### config.mk
export PLATFORM = sky130hd
export DESIGN_NAME = decode_stage
export DESIGN_NICKNAME = d
export VERILOG_FILES = /design/src/rtl/decode_stage.sv
export SDC_FILE = /design/constraint.sdc
export NUM_CORES = 1
export LEC_CHECK = 0
export BUFFER_PORTS_ARGS = -buffer_cell sky130_fd_sc_hd__buf_4
export CORE_MARGIN = 2
export CORE_UTILIZATION = 40
export DETAILED_ROUTE_END_ITERATION = 6
export GPL_TIMING_DRIVEN = 0
export PLACE_DENSITY = 0.76
export REMOVE_ABC_BUFFERS = 1
export SYNTH_ARGS = -nofsm -noshare
export SYNTH_HDL_FRONTEND = slang
export SYNTH_SLANG_ARGS = --single-unit
export TNS_END_PERCENT = 10
### constraint.sdc
create_clock -name clk -period 4.6 [get_ports clk]
set_input_delay 0.92 -clock clk [delete_from_list [all_inputs] [get_ports clk]]
set_output_delay 0.92 -clock clk [all_outputs]
set_load 0.01 [all_outputs]
### src/rtl/decode_stage.sv
// decode_stage: registered RV32I decode stage between fetch and execute.
// Accepts one instruction word plus PC per valid/ready handshake. It decodes the
// register indices, the sign-extended immediate, the ALU operation, the control
// flags and an illegal flag, and holds the result in one output register that
// supports back-pressure and flush.
// Build option: define DECODE_RV32M_EN to accept the RV32M multiply/divide group
// (OP with funct7 = 0000001). When it is left undefined, that group is illegal.
// Ports:
//   clk, rst (async, active-high), flush
//   in_valid / in_ready (comb), in_instruction[31:0], in_pc[XLEN-1:0]
//   out_valid / out_ready, out_pc, out_rd, out_rs1, out_rs2, out_funct3, out_imm,
//   out_alu_op[4:0], out_alu_src_imm, out_alu_src_pc, out_reg_write,
//   out_mem_read, out_mem_write, out_branch, out_jump, out_illegal
module decode_stage #(
  parameter int unsigned XLEN = 32
) (
  input  logic            clk,
  input  logic            rst,
  input  logic            flush,
  input  logic            in_valid,
  output logic            in_ready,
  input  logic [31:0]     in_instruction,
  input  logic [XLEN-1:0] in_pc,
  output logic            out_valid,
  input  logic            out_ready,
  output logic [XLEN-1:0] out_pc,
  output logic [4:0]      out_rd,
  output logic [4:0]      out_rs1,
  output logic [4:0]      out_rs2,
  output logic [2:0]      out_funct3,
  output logic [XLEN-1:0] out_imm,
  output logic [4:0]      out_alu_op,
  output logic            out_alu_src_imm,
  output logic            out_alu_src_pc,
  output logic            out_reg_write,
  output logic            out_mem_read,
  output logic            out_mem_write,
  output logic            out_branch,
  output logic            out_jump,
  output logic            out_illegal
);

  localparam logic [6:0] OPC_LUI      = 7'b0110111;
  localparam logic [6:0] OPC_AUIPC    = 7'b0010111;
  localparam logic [6:0] OPC_JAL      = 7'b1101111;
  localparam logic [6:0] OPC_JALR     = 7'b1100111;
  localparam logic [6:0] OPC_BRANCH   = 7'b1100011;
  localparam logic [6:0] OPC_LOAD     = 7'b0000011;
  localparam logic [6:0] OPC_STORE    = 7'b0100011;
  localparam logic [6:0] OPC_OP_IMM   = 7'b0010011;
  localparam logic [6:0] OPC_OP       = 7'b0110011;
  localparam logic [6:0] OPC_MISC_MEM = 7'b0001111;
  localparam logic [6:0] OPC_SYSTEM   = 7'b1110011;

  localparam logic [4:0] ALU_ADD   = 5'd0;
  localparam logic [4:0] ALU_SUB   = 5'd1;
  localparam logic [4:0] ALU_SLL   = 5'd2;
  localparam logic [4:0] ALU_SLT   = 5'd3;
  localparam logic [4:0] ALU_SLTU  = 5'd4;
  localparam logic [4:0] ALU_XOR   = 5'd5;
  localparam logic [4:0] ALU_SRL   = 5'd6;
  localparam logic [4:0] ALU_SRA   = 5'd7;
  localparam logic [4:0] ALU_OR    = 5'd8;
  localparam logic [4:0] ALU_AND   = 5'd9;
  localparam logic [4:0] ALU_PASSB = 5'd10;

  typedef struct packed {
    logic [XLEN-1:0] pc;
    logic [4:0]      rd;
    logic [4:0]      rs1;
    logic [4:0]      rs2;
    logic [2:0]      funct3;
    logic [XLEN-1:0] imm;
    logic [4:0]      alu_op;
    logic            alu_src_imm;
    logic            alu_src_pc;
    logic            reg_write;
    logic            mem_read;
    logic            mem_write;
    logic            branch;
    logic            jump;
    logic            illegal;
  } bundle_t;

  // funct3 to ALU code; alt selects SUB/SRA.
  function automatic logic [4:0] alu_of(input logic [2:0] f3, input logic alt);
    logic [4:0] op;
    case (f3)
      3'b000:  op = alt ? ALU_SUB : ALU_ADD;
      3'b001:  op = ALU_SLL;
      3'b010:  op = ALU_SLT;
      3'b011:  op = ALU_SLTU;
      3'b100:  op = ALU_XOR;
      3'b101:  op = alt ? ALU_SRA : ALU_SRL;
      3'b110:  op = ALU_OR;
      default: op = ALU_AND;
    endcase
    return op;
  endfunction

  logic [6:0]      opcode;
  logic [2:0]      f3;
  logic [6:0]      f7;
  logic [XLEN-1:0] imm_i, imm_s, imm_b, imm_u, imm_j;
  logic            legal, rw, src_imm, src_pc, mr, mw, br, jp;
  logic [XLEN-1:0] imm;
  logic [4:0]      alu_op;
  bundle_t         dec;
  bundle_t         bundle_d, bundle_q;
  logic            valid_d, valid_q;
  logic            accept;

  assign opcode = in_instruction[6:0];
  assign f3     = in_instruction[14:12];
  assign f7     = in_instruction[31:25];

  // Immediate formats, sign-extended from inst[31].
  assign imm_i = XLEN'($signed(in_instruction[31:20]));
  assign imm_s = XLEN'($signed({in_instruction[31:25], in_instruction[11:7]}));
  assign imm_b = XLEN'($signed({in_instruction[31], in_instruction[7],
                                in_instruction[30:25], in_instruction[11:8], 1'b0}));
  assign imm_u = XLEN'($signed({in_instruction[31:12], 12'b0}));
  assign imm_j = XLEN'($signed({in_instruction[31], in_instruction[19:12],
                                in_instruction[20], in_instruction[30:21], 1'b0}));

  // Opcode decode and legality.
  always_comb begin
    legal   = 1'b0;
    imm     = '0;
    alu_op  = ALU_ADD;
    src_imm = 1'b0;
    src_pc  = 1'b0;
    rw      = 1'b0;
    mr      = 1'b0;
    mw      = 1'b0;
    br      = 1'b0;
    jp      = 1'b0;
    case (opcode)
      OPC_LUI:      begin legal = 1'b1; imm = imm_u; alu_op = ALU_PASSB; src_imm = 1'b1; rw = 1'b1; end
      OPC_AUIPC:    begin legal = 1'b1; imm = imm_u; src_imm = 1'b1; src_pc = 1'b1; rw = 1'b1; end
      OPC_JAL:      begin legal = 1'b1; imm = imm_j; src_imm = 1'b1; src_pc = 1'b1; rw = 1'b1; jp = 1'b1; end
      OPC_JALR:     begin legal = (f3 == 3'b000); imm = imm_i; src_imm = 1'b1; rw = 1'b1; jp = 1'b1; end
      OPC_BRANCH:   begin legal = (f3 != 3'b010) && (f3 != 3'b011); imm = imm_b; alu_op = ALU_SUB; br = 1'b1; end
      OPC_LOAD:     begin legal = f3 inside {3'b000, 3'b001, 3'b010, 3'b100, 3'b101};
                          imm = imm_i; src_imm = 1'b1; rw = 1'b1; mr = 1'b1; end
      OPC_STORE:    begin legal = (f3 <= 3'b010); imm = imm_s; src_imm = 1'b1; mw = 1'b1; end
      OPC_OP_IMM: begin
        if (f3 == 3'b001)      legal = (f7 == 7'b0000000);
        else if (f3 == 3'b101) legal = (f7 == 7'b0000000) || (f7 == 7'b0100000);
        else                   legal = 1'b1;
        // inst[30] only selects SRAI; ADDI ignores it.
        alu_op  = alu_of(f3, (f3 == 3'b101) && f7[5]);
        imm     = imm_i;
        src_imm = 1'b1;
        rw      = 1'b1;
      end
      OPC_OP: begin
        rw = 1'b1;
        if (f7 == 7'b0000000) begin
          legal  = 1'b1;
          alu_op = alu_of(f3, 1'b0);
        end else if (f7 == 7'b0100000) begin
          legal  = (f3 == 3'b000) || (f3 == 3'b101);
          alu_op = alu_of(f3, 1'b1);
        end
`ifdef DECODE_RV32M_EN
        else if (f7 == 7'b0000001) begin
          legal  = 1'b1;
          alu_op = {2'b10, f3};
        end
`endif
      end
      OPC_MISC_MEM: begin legal = 1'b1; imm = imm_i; end
      OPC_SYSTEM:   begin legal = 1'b1; imm = imm_i; end
      default:      ;
    endcase
  end

  // Assemble the bundle; illegal words keep their fields but lose all effects.
  always_comb begin
    dec             = '0;
    dec.pc          = in_pc;
    dec.rd          = in_instruction[11:7];
    dec.rs1         = in_instruction[19:15];
    dec.rs2         = in_instruction[24:20];
    dec.funct3      = f3;
    dec.illegal     = !legal;
    if (legal) begin
      dec.imm         = imm;
      dec.alu_op      = alu_op;
      dec.alu_src_imm = src_imm;
      dec.alu_src_pc  = src_pc;
      dec.reg_write   = rw && (in_instruction[11:7] != 5'd0);
      dec.mem_read    = mr;
      dec.mem_write   = mw;
      dec.branch      = br;
      dec.jump        = jp;
    end
  end

  assign in_ready = !valid_q || out_ready || flush;
  assign accept   = in_valid && in_ready && !flush;

  // Output register control: flush wins, then accept, then drain.
  always_comb begin
    valid_d  = valid_q;
    bundle_d = bundle_q;
    if (flush)          valid_d = 1'b0;
    else if (accept)    valid_d = 1'b1;
    else if (out_ready) valid_d = 1'b0;
    if (accept) bundle_d = dec;
  end

  always_ff @(posedge clk or posedge rst) begin
    if (rst) begin
      valid_q  <= 1'b0;
      bundle_q <= '0;
    end else begin
      valid_q  <= valid_d;
      bundle_q <= bundle_d;
    end
  end

  assign out_valid       = valid_q;
  assign out_pc          = bundle_q.pc;
  assign out_rd          = bundle_q.rd;
  assign out_rs1         = bundle_q.rs1;
  assign out_rs2         = bundle_q.rs2;
  assign out_funct3      = bundle_q.funct3;
  assign out_imm         = bundle_q.imm;
  assign out_alu_op      = bundle_q.alu_op;
  assign out_alu_src_imm = bundle_q.alu_src_imm;
  assign out_alu_src_pc  = bundle_q.alu_src_pc;
  assign out_reg_write   = bundle_q.reg_write;
  assign out_mem_read    = bundle_q.mem_read;
  assign out_mem_write   = bundle_q.mem_write;
  assign out_branch      = bundle_q.branch;
  assign out_jump        = bundle_q.jump;
  assign out_illegal     = bundle_q.illegal;

endmodule

==> summary.txt <==
Timing
  • FMAX: 372 MHz
  • Part of the cycle the worst path needs: 58.4%
  • Final-report hold violation count: 0
  • Tmin final: 2.69 ns
  • RSZ-0062 raised after global routing: false
  • Fin. max-slew vios: 0
  • Clock skew: 0.00625 ns
  • # setup viols final: 0
  • Hold slack: 0.474 ns
  • Worst Tran Pin Value: 0.830 ns
  • Worst rel slew slack: 44.7%

Clock tree
  • Cts repair resizes: 0
  • Clk buf depth: 2
  • Hold Buf Count CTS: 0
  • Post-CTS setup buffers: 0
  • Cts bufs inserted: 9
  • CTS tree: done
  • Clock sinks: 95
  • Clk_lat worst skew: 0.34 ns
  • Root Driver: clkbuf_16
  • Clock-pin slew on the worst setup and hold paths: 0.06 ns
  • H-tree Lvls: 3

Floorplanning
  • Initial Util: 40.5%
  • Core Footprint: 11300 um^2
  • DIE HEIGHT: 111 um
  • Num rows: 39
  • Number of I/O pins: 166
  • DIE WIDTH: 111 um
  • Area of the die: 12300 um^2

Global route
  • Largest net degree at the start of global routing: 63
  • Overflow left after global routing: 0
  • Initial antenna violation count: 0
  • Tot GR Track Use: 20.4%
  • First-pass GRT wire length: 20300 um
  • Vias in the first global route: 4026

Worst setup path
  • Crit. End Element: flop
  • Slowest-stage cell, CP: nor2b_4
  • Cell Chain, Critical Path: buf_4 -> nand2b_1 -> nor2b_4 -> buf_16 -> nand3_1 -> o31ai_1
  • Startpoint Class: input pin
  • Worst Path Required: 4.83 ns
  • Max incr delay on CP: 0.57 ns
  • CP max FO: 24
  • Critical Setup Path Class: input pin to flop
  • CP arrival: 2.92 ns

Cells and area
  • # diodes: 0
  • Share of cells above drive strength 1: 31.9%
  • Area Overhead vs Synth: 37.2%
  • Filler instances: 980
  • Fin util: 55.6%
  • Nets@finish: 723

Synthesis
  • Yosys top cell by area: dfrtp_1
  • Synthesized flop and latch total: 95
  • Synth cell count leaders: 204 x nand2_1, 95 x dfrtp_1, 22 x nor2_1
  • Register area share after synthesis: 52.0%
  • Ys flop type: dfrtp_1
  • Share of flip-flops with an asynchronous set or reset: 100%
  • Synth unique cells: 55
  • Synth area leaders: dfrtp_1 52%, nand2_1 17%, a221oi_2 3.3%
  • Top-count cell post-synth: nand2_1
  • Synth Area per Inst: 8.94 um^2
  • EDFF count, synth: 0
  • Synth top area share: 52.0%
  • Post-synthesis cell area: 4570 um^2
  • Yosys Warn Count: 0
  • Mapped Cells: 511

Power
  • VDD IR max: 0.173 mV
  • Total power: 0.00224 W
  • Power Dens Cells: 357 nW/um^2
  • Lkg Pwr: 3.14 nW

Min path
  • Worst hold path class: flop to flop

Routing
  • Vias/cell: 5.19
  • # DRC: 0
  • Initial drt markers: 365
  • Routed WL: 12600 um
  • Detailed Routing Iterations Pass 1: 5
  • DR WL/cell: 15.7 um
  • Vias: 4156
  • DRT antenna net count: 0

Placement
  • IO buf count: 164
  • Routability congestion estimate: 0.822
  • HPWL Detailed: 8980 um

Outcome
  • Status: finished, final reports clean

Job
  • Max-cap violations: 0
placed cells by master (no fill, tap or decap), drive strengths merged, types with 3 or more instances in the layout:
cell type	count
clkbuf	10
and3	5
o31ai	19
bufinv	3
nand2b	3
nand3	7
a221oi	11
dfrtp	95
nand4	7
nor2	24
a21oi	18
nor3	4
nor2b	3
and2	4
inv	7
o21a	4
buf	170
nand2	204
o21ai	22
nor3b	4
a22oi	5
worst max-delay path, delay by kind of cell:
kind,cells,cell delay [ns]
AOI/OAI and AO/OA,1,0.43
buffers and inverters,2,0.34
and+or+nand+nor,3,1.21
state kept, by name, indices dropped and copies added, names as in the netlist, 3 cells and up:
register / count
out_imm: 32
out_pc: 32
out_rd: 5
out_rs1: 5
out_rs2: 5
out_alu_op: 4
out_funct3: 3
per-stage QoR:
| step | setup TNS [ns] | cell area [um^2] | setup slack, ns | instances |
|---|---|---|---|---|
| after floorplan | -15.66 | 4360 | -1.17 | 473 |
| after global placement | -159.97 | 5770 | -4.03 | 780 |
| after detailed placement | 0 | 5940 | 1.53 | 786 |
| after CTS | 0 | 6270 | 1.89 | 801 |
| after global routing | 0 | 6270 | 1.73 | 801 |
| final | 0 | 6270 | 1.91 | 801 |
worst paths after layout:
path                                        start                         to  slack (ns)  depth (start not counted)
hold reg to reg            out_pc[18]$_DFFE_PP0P_     out_pc[18]$_DFFE_PP0P_        0.47                          2
hold / removal             out_pc[18]$_DFFE_PP0P_     out_pc[18]$_DFFE_PP0P_        0.47                          2
min in group asynchronous                     rst      out_pc[7]$_DFFE_PP0P_        0.63                          2
max in group asynchronous                     rst  out_mem_write$_DFFE_PP0P_        3.31                          3
setup reg to reg            out_valid$_DFFE_PP0P_    out_imm[15]$_DFFE_PP0P_        2.23                          5
setup / recovery                        out_ready    out_imm[15]$_DFFE_PP0P_        1.91                          6
metal layers:
metal,up-vias,GRT usage [%],wire (um)
met3,13,5.03,967
met5,-,0,0
met1,1961,27.0,5440
li1,2006,-,-
met4,0,5.58,163
met2,176,33.6,6040
power by group:
part | leakage (nW) | internal (W) | switching, W
Clock | 0.159 | 0.000530 | 0.000312
Sequential | 1.23 | 0.000915 | 0.0000449
Combinational | 1.75 | 0.000205 | 0.000228
logic make-up after synthesis:
kind of cell	Yosys count	synth area share, %
AND/OR/NAND/NOR	274	26.3
flip-flops	95	52.0
AO/OA/AOI/OAI	93	15.7
buffers and inverters	44	5.01
multiplexers	3	0.685
XOR/XNOR	1	0.192
other	1	0.0821
layout make-up:
cell class              count  area (um^2)  area share, %
flip-flops and latches     95         2380           37.9
multi-input cells         372         1980           31.5
repair buffers            170         1380           21.9
clock buffers              10          229           3.65
well taps                 143          179           2.85
clock inverters             5          106           1.70
inverters                   6         25.0          0.399
No activity file was read; power rests on OpenSTA's default activity.
